### src/rtl/stack_cpu_core.sv
// Stack CPU core: FETCH/EXEC/HALT/FAULT sequencer around an internal data stack, one instruction per two cycles.
// Optional macro STK_CPU_FAULT_EN traps depth violations in FAULT; undefined, violations execute as NOPs.
module stack_cpu_core #(
  parameter int unsigned WIDTH = 16,
  parameter int unsigned DEPTH = 16
) (
  input  logic                    i_clock,
  input  logic                    i_reset,
  output logic                    o_fetch_req,
  output logic [WIDTH-1:0]        o_instr_addr,
  input  logic                    i_fetch_ack,
  input  logic [WIDTH+1:0]        i_instr,
  output logic [WIDTH-1:0]        o_top,
  output logic [$clog2(DEPTH):0]  o_depth,
  output logic                    o_carry,
  output logic                    o_halted,
  output logic                    o_fault
);
  localparam int unsigned AW = $clog2(DEPTH);
  localparam int unsigned DW = AW + 1;

  localparam logic [1:0] T_PUSH = 2'b00;
  localparam logic [1:0] T_ALU  = 2'b01;
  localparam logic [1:0] T_JUMP = 2'b10;

  typedef enum logic [1:0] {S_FETCH, S_EXEC, S_HALT, S_FAULT} state_t;

  state_t           r_state;
  logic [WIDTH-1:0] r_pc;
  logic [WIDTH-1:0] r_top;
  logic [WIDTH+1:0] r_ir;
  logic [DW-1:0]    r_depth;
  logic             r_carry;
  logic             r_fetch_req;
  logic             r_halted;
  logic [WIDTH-1:0] r_stack [DEPTH];

  logic [1:0]       w_type;
  logic [WIDTH-1:0] w_pay;
  logic [AW-1:0]    w_idx_top;
  logic [AW-1:0]    w_idx_sec;
  logic [AW-1:0]    w_idx_new;
  logic [WIDTH-1:0] w_a;
  logic [WIDTH-1:0] w_b;
  logic             w_empty;
  logic             w_full;
  logic             w_two;
  logic [WIDTH:0]   w_sum;
  logic [WIDTH-1:0] w_res;
  logic             w_res_c;
  logic             w_viol;
  logic             w_wr_en;
  logic [AW-1:0]    w_wr_idx;
  logic [WIDTH-1:0] w_wr_data;
  logic [DW-1:0]    w_depth_nx;
  logic             w_carry_nx;
  logic [WIDTH-1:0] w_top_nx;
  logic             w_taken;
  logic [WIDTH-1:0] w_target;

  assign w_type    = r_ir[WIDTH+1:WIDTH];
  assign w_pay     = r_ir[WIDTH-1:0];
  assign w_idx_top = AW'(r_depth - DW'(1));
  assign w_idx_sec = AW'(r_depth - DW'(2));
  assign w_idx_new = AW'(r_depth);
  assign w_b       = r_stack[w_idx_top];
  assign w_a       = r_stack[w_idx_sec];
  assign w_empty   = (r_depth == '0);
  assign w_full    = (r_depth == DW'(DEPTH));
  assign w_two     = (r_depth >= DW'(2));
  assign w_target  = {2'b00, w_pay[WIDTH-3:0]};

  // Binary ALU result and carry for a op b (a = second, b = top)
  always_comb begin
    w_sum   = '0;
    w_res   = '0;
    w_res_c = r_carry;
    case (w_pay[2:0])
      3'd0: begin
        w_sum   = {1'b0, w_a} + {1'b0, w_b};
        w_res   = w_sum[WIDTH-1:0];
        w_res_c = w_sum[WIDTH];
      end
      3'd1: begin
        w_sum   = {1'b0, w_a} + {1'b0, w_b} + (WIDTH+1)'(r_carry);
        w_res   = w_sum[WIDTH-1:0];
        w_res_c = w_sum[WIDTH];
      end
      3'd2: begin
        w_res   = w_a - w_b;
        w_res_c = (w_a < w_b);
      end
      3'd3:    w_res = w_a & w_b;
      3'd4:    w_res = w_a | w_b;
      3'd5:    w_res = w_a ^ w_b;
      default: w_res = '0;
    endcase
  end

  // Instruction decode: stack write, next depth/top/carry, jump decision and depth violation
  always_comb begin
    w_viol     = 1'b0;
    w_wr_en    = 1'b0;
    w_wr_idx   = w_idx_new;
    w_wr_data  = w_pay;
    w_depth_nx = r_depth;
    w_carry_nx = r_carry;
    w_top_nx   = r_top;
    w_taken    = 1'b0;
    case (w_type)
      T_PUSH: begin
        w_viol     = w_full;
        w_wr_en    = 1'b1;
        w_depth_nx = r_depth + DW'(1);
        w_top_nx   = w_pay;
      end
      T_ALU: begin
        case (w_pay[2:0])
          3'd6: begin
            w_viol     = w_empty || w_full;
            w_wr_en    = 1'b1;
            w_wr_data  = r_top;
            w_depth_nx = r_depth + DW'(1);
          end
          3'd7: begin
            w_viol     = w_empty;
            w_depth_nx = r_depth - DW'(1);
            w_top_nx   = w_two ? w_a : '0;
          end
          default: begin
            w_viol     = !w_two;
            w_wr_en    = 1'b1;
            w_wr_idx   = w_idx_sec;
            w_wr_data  = w_res;
            w_depth_nx = r_depth - DW'(1);
            w_top_nx   = w_res;
            w_carry_nx = w_res_c;
          end
        endcase
      end
      T_JUMP: begin
        case (w_pay[WIDTH-1:WIDTH-2])
          2'd0: w_taken = 1'b1;
          2'd1: begin
            w_viol  = w_empty;
            w_taken = (r_top == '0);
          end
          2'd2: w_taken = r_carry;
          default: begin
            w_viol  = w_empty;
            w_taken = r_top[WIDTH-1];
          end
        endcase
      end
      default: ;
    endcase
  end

`ifdef STK_CPU_FAULT_EN
  logic r_fault;
`endif

  // Sequencer, architectural state and registered outputs
  always_ff @(posedge i_clock or posedge i_reset) begin
    if (i_reset) begin
      r_state     <= S_FETCH;
      r_pc        <= '0;
      r_ir        <= '0;
      r_depth     <= '0;
      r_carry     <= 1'b0;
      r_top       <= '0;
      r_fetch_req <= 1'b1;
      r_halted    <= 1'b0;
`ifdef STK_CPU_FAULT_EN
      r_fault     <= 1'b0;
`endif
      for (int unsigned i = 0; i < DEPTH; i++) r_stack[i] <= '0;
    end else begin
      case (r_state)
        S_FETCH: begin
          if (i_fetch_ack) begin
            r_ir        <= i_instr;
            r_state     <= S_EXEC;
            r_fetch_req <= 1'b0;
          end
        end
        S_EXEC: begin
          if (w_type == 2'b11) begin
            r_state  <= S_HALT;
            r_halted <= 1'b1;
          end
`ifdef STK_CPU_FAULT_EN
          else if (w_viol) begin
            r_state <= S_FAULT;
            r_fault <= 1'b1;
          end
`endif
          else begin
            r_state     <= S_FETCH;
            r_fetch_req <= 1'b1;
            if (w_viol) begin
              r_pc <= r_pc + WIDTH'(1);
            end else begin
              if (w_wr_en) r_stack[w_wr_idx] <= w_wr_data;
              r_depth <= w_depth_nx;
              r_carry <= w_carry_nx;
              r_top   <= w_top_nx;
              r_pc    <= w_taken ? w_target : r_pc + WIDTH'(1);
            end
          end
        end
        default: ;
      endcase
    end
  end

  assign o_fetch_req  = r_fetch_req;
  assign o_instr_addr = r_pc;
  assign o_top        = r_top;
  assign o_depth      = r_depth;
  assign o_carry      = r_carry;
  assign o_halted     = r_halted;
`ifdef STK_CPU_FAULT_EN
  assign o_fault      = r_fault;
`else
  assign o_fault      = 1'b0;
`endif

endmodule

### config.mk
export PLATFORM = sky130hd
export DESIGN_NAME = stack_cpu_core
export DESIGN_NICKNAME = d
export VERILOG_FILES = /design/src/rtl/stack_cpu_core.sv
export SDC_FILE = /design/constraint.sdc
export NUM_CORES = 1
export LEC_CHECK = 0
export CORE_MARGIN = 5
export CORE_UTILIZATION = 45
export DETAILED_ROUTE_END_ITERATION = 16
export DONT_BUFFER_PORTS = 1
export PLACE_DENSITY = 0.69
export SYNTH_ARGS = -nofsm -noshare
export SYNTH_HDL_FRONTEND = slang
export SYNTH_SLANG_ARGS = --single-unit
### constraint.sdc
create_clock -name i_clock -period 15 [get_ports i_clock]
set_clock_uncertainty 0.2 [all_clocks]
set_input_delay 1.5 -clock i_clock [delete_from_list [all_inputs] [get_ports i_clock]]
set_output_delay 1.5 -clock i_clock [all_outputs]
set_load 0.01 [all_outputs]
==> results of run 1 <==
## worst register-to-register path, stage by stage, from the launching register on
cell and delay, ns:
dfrtp_4 0.97, inv_1 0.37, ha_4 0.62, buf_4 0.69, mux4_2 0.62, mux4_2 0.54
ha_1 0.27, fa_1 0.44, a21o_1 0.22, a221oi_2 0.48, mux2i_1 0.35, nand4_1 0.22
nor4_1 0.28, xnor2_1 0.17, o2111ai_1 0.19, o22ai_1 0.91, o21ai_0 0.28
## worst min-delay path by stage
| stage | from | endpoint | slack, ns | depth (start not counted) |
|---|---|---|---|---|
| 6_report | r_stack[179] | r_stack[179] | 0.30 | 2 |
| 5_1_grt | r_stack[129] | r_stack[129] | 0.32 | 2 |
| 4_1_cts | r_stack[37] | r_stack[37] | 0.30 | 2 |
| 3_5_place_dp | r_stack[37] | r_stack[37] | 0.29 | 2 |
| 3_3_place_gp | r_stack[149] | r_stack[149] | 0.28 | 2 |
| 2_1_floorplan | r_stack[96] | r_stack[96] | 0.26 | 2 |
## sequential cells by signal, summed over array words and instances (netlist names)
register and flops:
o_halted 1, o_top 16, r_ir 18, o_fetch_req 1
o_instr_addr 16, o_depth 5, r_stack 256, r_state 2
o_carry 1
## power by group
part           switching [W]  internal [W]
combinational        0.00196       0.00132
clock               0.000379      0.000585
sequential          0.000368       0.00113
## kinds of logic (layout without fill, tap and decap cells)
family          Yosys count  in the layout  share of synthesized area, %
mux                     291            291                          25.7
flops                   316            316                          40.1
compound gates          438            438                          14.0
xor+xnor                 36             36                          1.73
fa+ha+maj                59             59                          3.82
buf+inv                 197            165                          4.26
other cells               1              2                        0.0190
simple gates            460            460                          10.3
## through the flow
stage / instances / instance area [um^2] / worst slack, ns / util, % / hold slack, ns
after floorplan: 1798 / 19700 / 4.56 / - / 0.257
after global placement: 2286 / 20200 / 7.24 / 46.8 / 0.275
after detailed placement: 2286 / 20200 / 7.02 / 46.8 / 0.286
after CTS: 2351 / 21500 / 6.96 / 49.8 / 0.299
after global routing: 2351 / 21500 / 6.42 / 49.8 / 0.324
final: 2352 / 21500 / 7.00 / 49.8 / 0.295
## synth_stat cells, drive strengths merged, types with 3 or more instances
library cell,number
and4,3
a221oi,8
or4,3
nor2b,6
a21o,17
nor3,22
mux4,160
a41oi,5
mux2i,7
and2,8
mux2,124
ha,57
and3,8
o21a,6
nand2b,11
nand4,13
o31ai,21
nand2,247
a31oi,17
xor2,11
a22oi,14
a2bb2oi,3
a221o,3
o22ai,13
a21oi,111
buf,63
a31o,5
clkbuf,75
xnor2,25
a311oi,5
dfrtp,315
nor3b,3
o211ai,7
nor4,8
o21bai,4
a211oi,14
nor2,90
o21ai,155
nand3,25
o221ai,5
inv,59
or3,6
## routing by layer
| layer | share of wire (%) | GRT usage, % |
|---|---|---|
| met4 | 3.9 | 9.23 |
| met5 | 0 | 0 |
| met2 | 47 | 38.2 |
| met1 | 40 | 34.5 |
| met3 | 9.3 | 4.87 |
## cell type report
cell class	instances	area share, %
multi-input combinational	1285	51.3
inverter	59	1.06
antenna	1	0.0116
tap	585	3.40
timing repair buffer	41	1.43
clock inverter	18	1.23
sequential	316	36.8
clock buffer	47	4.72
## cell usage in the layout (no fill, tap or decap), drive strengths merged, types with 13 or more instances in the layout
master,netlist,routed
o21ai,155,155
nor3,22,22
a31oi,17,17
dfrtp,315,315
nor2,90,90
nand3,25,25
buf,63,41
ha,57,57
clkbuf,75,47
o31ai,21,21
a22oi,14,14
mux4,160,160
inv,59,61
o22ai,13,13
nand2,247,247
mux2,124,124
a211oi,14,14
a21o,17,17
nand4,13,13
a21oi,111,111
xnor2,25,25
==> results by group, run 1 <==
Layout
  • Reg area: between 7000 and 8000 um^2
  • Area of the multi-input gates: 11,000 um^2
  • Syn-to-layout area delta: 9.08%
  • Share of layout cells above drive strength 1: 23.7%
  • Fin nets: 1,820
  • Fillers: roughly 3.8k

Global routing
  • Total GRT Usage: between 20% and 30%
  • GRT Residual Overflow: 0
  • Vias in the first global route: approximately 15k
  • First-pass GRT wire length: 91,200 um
  • Largest net degree at the start of global routing: ~110
  • Initial antenna violation count: 1

Min path
  • Hold/Removal Path Class: register to register

STA
  • Setup Total Neg Slack: 0 ns
  • Hold Vio Cnt, Final: 0
  • Final Critical Period: 8.00 ns
  • Worst slew margin: 12.2%
  • RSZ-0062 raised after global routing: false
  • Final Slew Violations: 0
  • FMAX: 125 MHz
  • Final setup fails: 0
  • Final worst-path cycle share: between 50% and 60%
  • Measured slew at the worst slew-check pin: between 1 and 1.5 ns

Synth
  • Top cells by area, synth: dfrtp_1 (40%), mux4_2 (18%), mux2_2 (6.8%)
  • #FFs+latches synth: ~320
  • Synth Area per Inst: between 10 and 15 um^2
  • Synth warn: 0
  • Top cell type's share of synthesized area: 40.0%
  • Ys async rst share: 100%
  • Mapped Cells: approximately 1.8k
  • Post-Syn Area: approximately 20,000 um^2
  • Register area share after synthesis: around two fifths
  • Syn nets: about 1.9k
  • Post-synth EDFFs: 0
  • Largest area contributor in the netlist: dfrtp_1
  • Count of cell types in the netlist: a little over 90
  • Top_reg_cell synth: dfrtp_1

Power and ir drop
  • Lkg Pwr: slightly above 9 nW
  • Total power: approximately 0.0057 W
  • Power per Cell Area: around 270 nW/um^2
  • VDD IR max: 0.000118 V

Clock network
  • Clock latency on the worst-skew pair: 0.57 ns
  • Post-CTS setup buffer count: 0
  • CTS clk-pin slew, worst paths: 0.06 ns
  • Post-CTS sizing: 0
  • CTS Hold Bufs: 0
  • Max clock buf depth: 3
  • Sink Count: roughly 320
  • Number of buffers created by CTS: 37
  • CTS tree: built
  • Root buffer cell: clkbuf_16
  • H-tree levels: 2

Critical path
  • Cell count along the critical path: 16
  • Worst path required time: around 15 ns
  • R2R setup slack: 7.00 ns
  • Crit Reg-Reg Endpoint: r_stack[122]
  • Slowest-stage cell, CP: dfrtp_4
  • CP startpoint: o_depth[0]
  • Capture point of the worst path: r_stack[122]
  • Cell family with most CP delay: compound AO/OA/AOI/OAI gates
  • Crit-path cells: inv_1, ha_4, buf_4, mux4_2, mux4_2, ha_1, fa_1, a21o_1, a221oi_2, mux2i_1, nand4_1, nor4_1, xnor2_1, o2111ai_1, o22ai_1, o21ai_0
  • Slowest stage delay, CP: a little under 1 ns
  • Crit end category: register
  • CP Launch Type: register
  • Worst Reg2Reg Path Length in Cells: 16
  • CP Max Fanout: 54
  • FF-to-FF Start: o_depth[0]
  • Worst EP arrival: 8.19 ns
  • WS Path Type: register to register
  • Buffers and inverters on the worst path: 2
  • CP dominant cell by count: mux4_2

Place
  • RD Place Congestion: ~0.97
  • Hpwl dp: between 40,000 and 50,000 um
  • IO Port Bufs: 0

Die
  • Starting Density: a little under half
  • Boundary Pins: 62
  • Area of the core region: about 43,000 um^2
  • Full die area: 48,100 um^2
  • Die height: roughly 220 um
  • Die W: 219 um
  • Std cell rows: 76

Drt
  • Via count: roughly 15k
  • DRT antenna net count: 0
  • DRT iter0 DRCs: 1,864
  • Drt via density: between 6 and 7
  • Number of remaining DRC errors: 0
  • Average wire per standard cell: around 25 um
  • TritonRoute pass-1 iters: 6
  • Final wirelength: just under 60,000 um

Status
  • Status: completed

Job
  • Max-cap check violation count: 0
No activity file was read; power rests on OpenSTA's default activity.
==> run 2, diff against run 1 <==
--- a/config.mk
+++ b/config.mk
@@ -9,7 +9,7 @@
 export CORE_UTILIZATION = 45
 export DETAILED_ROUTE_END_ITERATION = 16
 export DONT_BUFFER_PORTS = 1
-export PLACE_DENSITY = 0.69
+export PLACE_DENSITY = 0.71
 export SYNTH_ARGS = -nofsm -noshare
 export SYNTH_HDL_FRONTEND = slang
 export SYNTH_SLANG_ARGS = --single-unit
==> constraint.sdc (replaced) <==
create_clock -name i_clock -period 7.08 [get_ports i_clock]
set_clock_uncertainty 0.2 [all_clocks]
set_input_delay 0.708 -clock i_clock [delete_from_list [all_inputs] [get_ports i_clock]]
set_output_delay 0.708 -clock i_clock [all_outputs]
set_load 0.01 [all_outputs]
==> run 2 against run 1 <==
Compared with the run above:
- final cell count rose by 0.34%
- largest cell class unchanged
- register-to-register slack got worse by 6.5 ns
- critical path type unchanged
- fmax rose by 22%
- count of clock-buffer cells in the layout rose by 4
- hold slack got worse by 0.29 ns
- global-route usage rose by 0.70 points
==> results by group, run 2 (synthesis results as in run 1) <==
STA
  • Final Slew Violations: 0 (unchanged)
  • RSZ-0062 raised after global routing: false (unchanged)
  • Final worst-path cycle share: 92.8% (was 53.3%)
  • Final Critical Period: 6.57 ns (was 8.00 ns)
  • FMAX: 152 MHz (was 125 MHz)
  • Final setup fails: 0 (unchanged)
  • Worst slew margin: 14.1% (was 12.2%)
  • Setup Total Neg Slack: 0 ns (unchanged)
  • Hold Vio Cnt, Final: 0 (unchanged)
  • Measured slew at the worst slew-check pin: 1.29 ns (was 1.32 ns)

Global routing
  • Total GRT Usage: 25.3% (was 24.6%)
  • GRT Residual Overflow: 0 (unchanged)
  • First-pass GRT wire length: 94,100 um (was 91,200 um)
  • Initial antenna violation count: 1 (unchanged)
  • Vias in the first global route: 15.3k (was 14.9k)
  • Largest net degree at the start of global routing: 148 (was 109)

Critical path
  • Worst path required time: 7.35 ns (was 15.19 ns)
  • Worst Reg2Reg Path Length in Cells: 16 (unchanged)
  • CP Launch Type: register (unchanged)
  • Worst EP arrival: 6.83 ns (was 8.19 ns)
  • WS Path Type: register to register (unchanged)
  • Crit end category: register (unchanged)
  • CP Max Fanout: 16 (was 54)

Clock network
  • CTS clk-pin slew, worst paths: 0.06 ns (about the same)
  • CTS Hold Bufs: 0 (unchanged)
  • Max clock buf depth: 3 (unchanged)
  • H-tree levels: 2 (unchanged)
  • Post-CTS setup buffer count: 0 (unchanged)
  • Root buffer cell: clkbuf_16 (unchanged)
  • CTS tree: built (unchanged)
  • Number of buffers created by CTS: 35 (was 37)
  • Clock latency on the worst-skew pair: 0.54 ns (was 0.57 ns)
  • Sink Count: 316 (unchanged)
  • Post-CTS sizing: 0 (unchanged)

Drt
  • Drt via density: 6.49 (was 6.48)
  • DRT iter0 DRCs: 1,849 (was 1,864)
  • Average wire per standard cell: 25.6 um (was 25.1 um)
  • Final wirelength: 60,400 um (was 59,000 um)
  • DRT antenna net count: 0 (unchanged)
  • TritonRoute pass-1 iters: 7 (was 6)
  • Number of remaining DRC errors: 0 (unchanged)
  • Via count: 15.3k (was 15.2k)

Layout
  • Reg area: 7920 um^2 (unchanged)
  • Finished Layout Cells: 2,360 (was 2,352)
  • Most common cell after layout, fill and taps aside: dfrtp_1 (unchanged)
  • Share of layout cells above drive strength 1: 23.8% (was 23.7%)
  • Fin nets: 1,831 (was 1,820)
  • Largest regs: r_stack (256), r_ir (18) (unchanged)
  • Number of flip-flops in the largest register: 256 (unchanged)
  • Commonest cells after routing, fill and taps aside: dfrtp_1 (313), nand2_1 (247), mux4_2 (160), o21ai_0 (152), mux2_2 (119) (unchanged)
  • Fillers: 3,812 (was 3,827)
  • # diodes: 0 (was 1)
  • Syn-to-layout area delta: 9.05% (was 9.08%)
  • Area of the multi-input gates: 11,000 um^2 (about the same)
  • Most flop-heavy register: r_stack (unchanged)

Job
  • Max-cap check violation count: 0 (unchanged)

Die
  • Die height: 219 um (unchanged)
  • Std cell rows: 76 (unchanged)
  • Die W: 219 um (unchanged)
  • Boundary Pins: 62 (unchanged)
  • Area of the core region: 43,200 um^2 (unchanged)
  • Full die area: 48,100 um^2 (unchanged)
  • Starting Density: 45.7% (unchanged)

Power and ir drop
  • Lkg Pwr: 9.07 nW (about the same)
  • Total power: 0.0122 W (was 0.00575 W)
  • Power per Cell Area: 567 nW/um^2 (was 267 nW/um^2)
  • VDD IR max: 0.000405 V (was 0.000118 V)

Min path
  • Hold/Removal Path Class: input pin to async pin (was register to register)

Place
  • Hpwl dp: 41,600 um (was 40,200 um)
  • IO Port Bufs: 0 (unchanged)
  • Placed instance count: 2,298 (was 2,286)
  • RD Place Congestion: 0.988 (was 0.968)

Status
  • Status: completed (unchanged)
run 2: changes by cell type in the layout (fill, tap and decap cells not counted):
cell,delta
a21oi_1,+1
buf_4,+8
diode_2,-1
clkinv_2,-3
clkbuf_1,+4
a21oi_2,-1
clkbuf_16,-3
buf_12,+5
clkbuf_8,+3
clkinv_4,+1
inv_6,-1
inv_8,-2
bufinv_16,-4
clkinv_8,+1
run 2: per-stage QoR:
stage	setup WS (ns)	cell area (um^2)	util, %	hold slack, ns
finish	0.512	21500	49.8	0.000365
global route	0.198	21500	49.8	0.0584
CTS	0.599	21500	49.8	0.00491
detailed placement	0.664	20400	47.2	0.285
global placement	0.740	20400	47.2	0.272
floorplan	0.161	19700	-	0.257
run 2: where the power goes:
| part | leakage (nW) | switching, W | internal, W |
|---|---|---|---|
| logic | 4.27 | 0.00435 | 0.00295 |
| clock network | 0.552 | 0.000747 | 0.00105 |
| registers | 4.25 | 0.000687 | 0.00240 |
| total | 9.07 | 0.00579 | 0.00640 |
run 2: per-layer routing:
layer | share of wire [%] | GRT usage (%)
met5 | 0.033 | 0
met4 | 4.3 | 10.4
met3 | 8.1 | 4.47
met2 | 48 | 40.4
met1 | 40 | 34.5
run 2: worst paths after layout:
| path | from | endpoint | slack, ns |
|---|---|---|---|
| hold reg to reg | r_stack[249] | r_stack[249] | 0.30 |
| hold / removal | i_reset | r_stack[35] | 0.0004 |
| setup reg to reg | o_depth[2] | r_stack[188] | 0.51 |
| setup / recovery | o_depth[2] | r_stack[188] | 0.51 |
| max in group asynchronous | i_reset | o_instr_addr[4] | 5.35 |
| min in group i_clock | i_instr[17] | r_ir[17] | 0.12 |
run 2: final cells by class:
| class | instances | area share [%] |
|---|---|---|
| clock inverters | 10 | 0.588 |
| repair buffers | 54 | 2.18 |
| well taps | 585 | 3.40 |
| flip-flops and latches | 316 | 36.8 |
| clock buffers | 51 | 4.63 |
| inverters | 59 | 1.05 |
| multi-input cells | 1285 | 51.3 |
run 2: worst max-delay path, cell delays in order, from the launching register on:
cell,delay (ns)
dfrtp_1,0.66
inv_1,0.22
ha_1,0.34
nand2_1,0.16
xor2_2,0.56
mux4_2,0.46
ha_1,0.29
fa_1,0.46
a21o_1,0.23
a221oi_2,0.48
mux2i_1,0.37
nand4_1,0.24
nor3_1,0.48
a31o_2,0.24
a31oi_1,0.12
a21oi_2,0.69
mux2_2,0.30
==> run 3, diff against run 2 <==
--- a/config.mk
+++ b/config.mk
@@ -5,7 +5,6 @@
 export SDC_FILE = /design/constraint.sdc
 export NUM_CORES = 1
 export LEC_CHECK = 0
-export CORE_MARGIN = 5
 export CORE_UTILIZATION = 45
 export DETAILED_ROUTE_END_ITERATION = 16
 export DONT_BUFFER_PORTS = 1
==> run 3 against run 2 <==
Compared with the run above:
- non-clock buffer count down 7
- sequential power about the same
- combinational power decreased by 3%
- critical endpoint is now r_stack[222]
- largest cell class unchanged
- highest routed layer is now met4
- critical path type unchanged
==> results by group, run 3 (synthesis results as in run 1) <==
STA
  • Hold Vio Cnt, Final: 0 (unchanged)
  • RSZ-0062 raised after global routing: false (unchanged)
  • Final Critical Period: 6.53 ns (was 6.57 ns)
  • Final Slew Violations: 0 (unchanged)
  • Setup Total Neg Slack: 0 ns (unchanged)
  • Measured slew at the worst slew-check pin: 1.30 ns (was 1.29 ns)
  • Min Hold Slack: 0.0619 ns (was 0.000365 ns)
  • Setup WS post-layout: 0.550 ns (was 0.512 ns)
  • Worst slew margin: 13.2% (was 14.1%)
  • Final worst-path cycle share: 92.2% (was 92.8%)
  • Final setup fails: 0 (unchanged)
  • FMAX: 153 MHz (was 152 MHz)

Layout
  • Most flop-heavy register: r_stack (unchanged)
  • Finished Layout Cells: 2,356 (was 2,360)
  • Fin nets: 1,825 (was 1,831)
  • Final instance area: 21,400 um^2 (was 21,500 um^2)
  • Largest regs: r_stack (256), r_ir (18) (unchanged)
  • Most common cell after layout, fill and taps aside: dfrtp_1 (unchanged)
  • Share of layout cells above drive strength 1: 23.5% (was 23.8%)
  • Commonest cells after routing, fill and taps aside: dfrtp_1 (313), nand2_1 (247), mux4_2 (160), o21ai_0 (152), mux2_2 (119) (unchanged)
  • Syn-to-layout area delta: 8.80% (was 9.05%)
  • Number of flip-flops in the largest register: 256 (unchanged)

Critical path
  • Cell family with most CP delay: compound AO/OA/AOI/OAI gates (unchanged)
  • Buffers and inverters on the worst path: 1 (unchanged)
  • CP Max Fanout: 16 (unchanged)
  • Slowest-stage cell, CP: a211oi_4 (was a21oi_2)
  • Slowest stage delay, CP: 0.74 ns (was 0.69 ns)
  • WS Path Type: register to register (unchanged)
  • Crit end category: register (unchanged)
  • Worst EP arrival: 6.71 ns (was 6.83 ns)
  • CP Launch Type: register (unchanged)
  • Worst path required time: 7.26 ns (was 7.35 ns)
  • Crit-path cells: inv_1, ha_1, nand2_1, xor2_2, mux4_2, ha_1, fa_1, a21o_1, a221oi_2, mux2i_1, nand4_1, nor3_1, nand4_1, xor2_1, a211oi_4, o31ai_1 (was inv_1, ha_1, nand2_1, xor2_2, mux4_2, ha_1, fa_1, a21o_1, a221oi_2, mux2i_1, nand4_1, nor3_1, a31o_2, a31oi_1, a21oi_2, mux2_2)

Clock network
  • Root buffer cell: clkbuf_16 (unchanged)
  • CTS clk-pin slew, worst paths: 0.06 ns (about the same)
  • H-tree levels: 2 (unchanged)
  • Post-CTS sizing: 0 (unchanged)
  • CTS tree: built (unchanged)
  • Max clock buf depth: 3 (unchanged)
  • Post-CTS setup buffer count: 0 (unchanged)
  • Number of buffers created by CTS: 36 (was 35)
  • Clock latency on the worst-skew pair: 0.57 ns (was 0.54 ns)
  • Sink Count: 316 (unchanged)

Place
  • Placed instance count: 2,291 (was 2,298)
  • IO Port Bufs: 0 (unchanged)
  • Hpwl dp: 40,300 um (was 41,600 um)
  • Dpl ws: 0.615 ns (was 0.664 ns)
  • Placement Cell Area: 20,300 um^2 (was 20,400 um^2)
  • RD Place Congestion: 0.995 (was 0.988)

Global routing
  • First-pass GRT wire length: 91,200 um (was 94,100 um)
  • Initial antenna violation count: 1 (unchanged)
  • Largest net degree at the start of global routing: 172 (was 148)
  • Total GRT Usage: 26.9% (was 25.3%)
  • GR peak layer: met2 (unchanged)
  • GRT Residual Overflow: 0 (unchanged)
  • Vias in the first global route: 15.1k (was 15.3k)
  • Grt met3 use: 6.22% (was 4.47%)
  • Met2 Track Usage GR: 41.6% (was 40.4%)
  • GRT met1 Usage: 36.8% (was 34.5%)

Die
  • Die height: 211 um (was 219 um)
  • Die W: 211 um (was 219 um)
  • Starting Density: 45.7% (unchanged)
  • Area of the core region: 43,200 um^2 (unchanged)
  • Full die area: 44,700 um^2 (was 48,100 um^2)
  • Boundary Pins: 62 (unchanged)
  • Std cell rows: 76 (unchanged)

Drt
  • Via count: 15.1k (was 15.3k)
  • DRT iter0 DRCs: 1,677 (was 1,849)
  • Final wirelength: 58,700 um (was 60,400 um)
  • TritonRoute pass-1 iters: 6 (was 7)
  • Average wire per standard cell: 24.9 um (was 25.6 um)
  • Number of remaining DRC errors: 0 (unchanged)
  • DRT antenna net count: 0 (unchanged)
  • Drt via density: 6.41 (was 6.49)

Power and ir drop
  • Lkg Pwr: 9.03 nW (was 9.07 nW)
  • Power per Cell Area: 560 nW/um^2 (was 567 nW/um^2)
  • VDD IR max: 0.000345 V (was 0.000405 V)

Job
  • Max-cap check violation count: 0 (unchanged)

Status
  • Status: completed (unchanged)

Min path
  • Hold/Removal Path Class: input pin to register (was input pin to async pin)
## run 3: changes by cell type in the layout (fill, tap and decap cells not counted)
cell	previous run	this run
bufinv_16	2	0
nor3_2	2	3
nor3_4	1	0
dlygate4sd3_1	0	1
clkbuf_8	6	9
clkinv_8	2	0
buf_4	49	42
inv_6	0	2
clkbuf_16	35	37
clkinvlp_4	1	3
buf_12	5	4
clkinv_2	5	2
diode_2	0	1
## run 3: worst paths after layout
check | slack, ns | startpoint | endpoint | cells after the start
min in group asynchronous | 0.46 | i_reset | o_top[7] | 2
max in group asynchronous | 4.38 | i_reset | o_depth[0] | 4
hold / removal | 0.06 | i_instr[0] | r_ir[0] | 2
setup reg to reg | 0.55 | o_depth[2] | r_stack[222] | 16
setup / recovery | 0.55 | o_depth[2] | r_stack[222] | 16
hold reg to reg | 0.30 | r_stack[110] | r_stack[110] | 2
## run 3: area by class of cell
| type | instances | area, um^2 |
|---|---|---|
| Tap cell | 585 | 732 |
| Fill cell | 3803 | 21700 |
| Multi-Input combinational cell | 1285 | 11000 |
| Timing Repair Buffer | 47 | 405 |
| Clock buffer | 56 | 1090 |
| Inverter | 59 | 225 |
| Antenna cell | 1 | 2.50 |
| Sequential cell | 316 | 7920 |
| Clock inverter | 7 | 51.3 |
## run 3: through the flow
stage / util [%] / total power, W
2_1_floorplan: - / 0.00813
3_3_place_gp: 47.0 / 0.00988
3_5_place_dp: 47.0 / 0.0100
4_1_cts: 49.7 / 0.0119
5_1_grt: 49.7 / 0.0127
6_report: 49.7 / 0.0120
## run 3: layer usage
layer,vias up,share of wire [%]
li1,6575,-
met1,7695,41
met2,712,47
met3,119,8.5
met4,0,3.8
met5,-,0
## run 3: report_power, final
group	leakage, nW	internal (W)	switching, W
Combinational	4.23	0.00286	0.00424
Clock	0.554	0.00106	0.000773
Sequential	4.25	0.00240	0.000683
## run 3: timing repair
item	CTS	global route
hold buffers	1	0
endpoints found under the hold margin	19	0
setup endpoints to repair	0	0
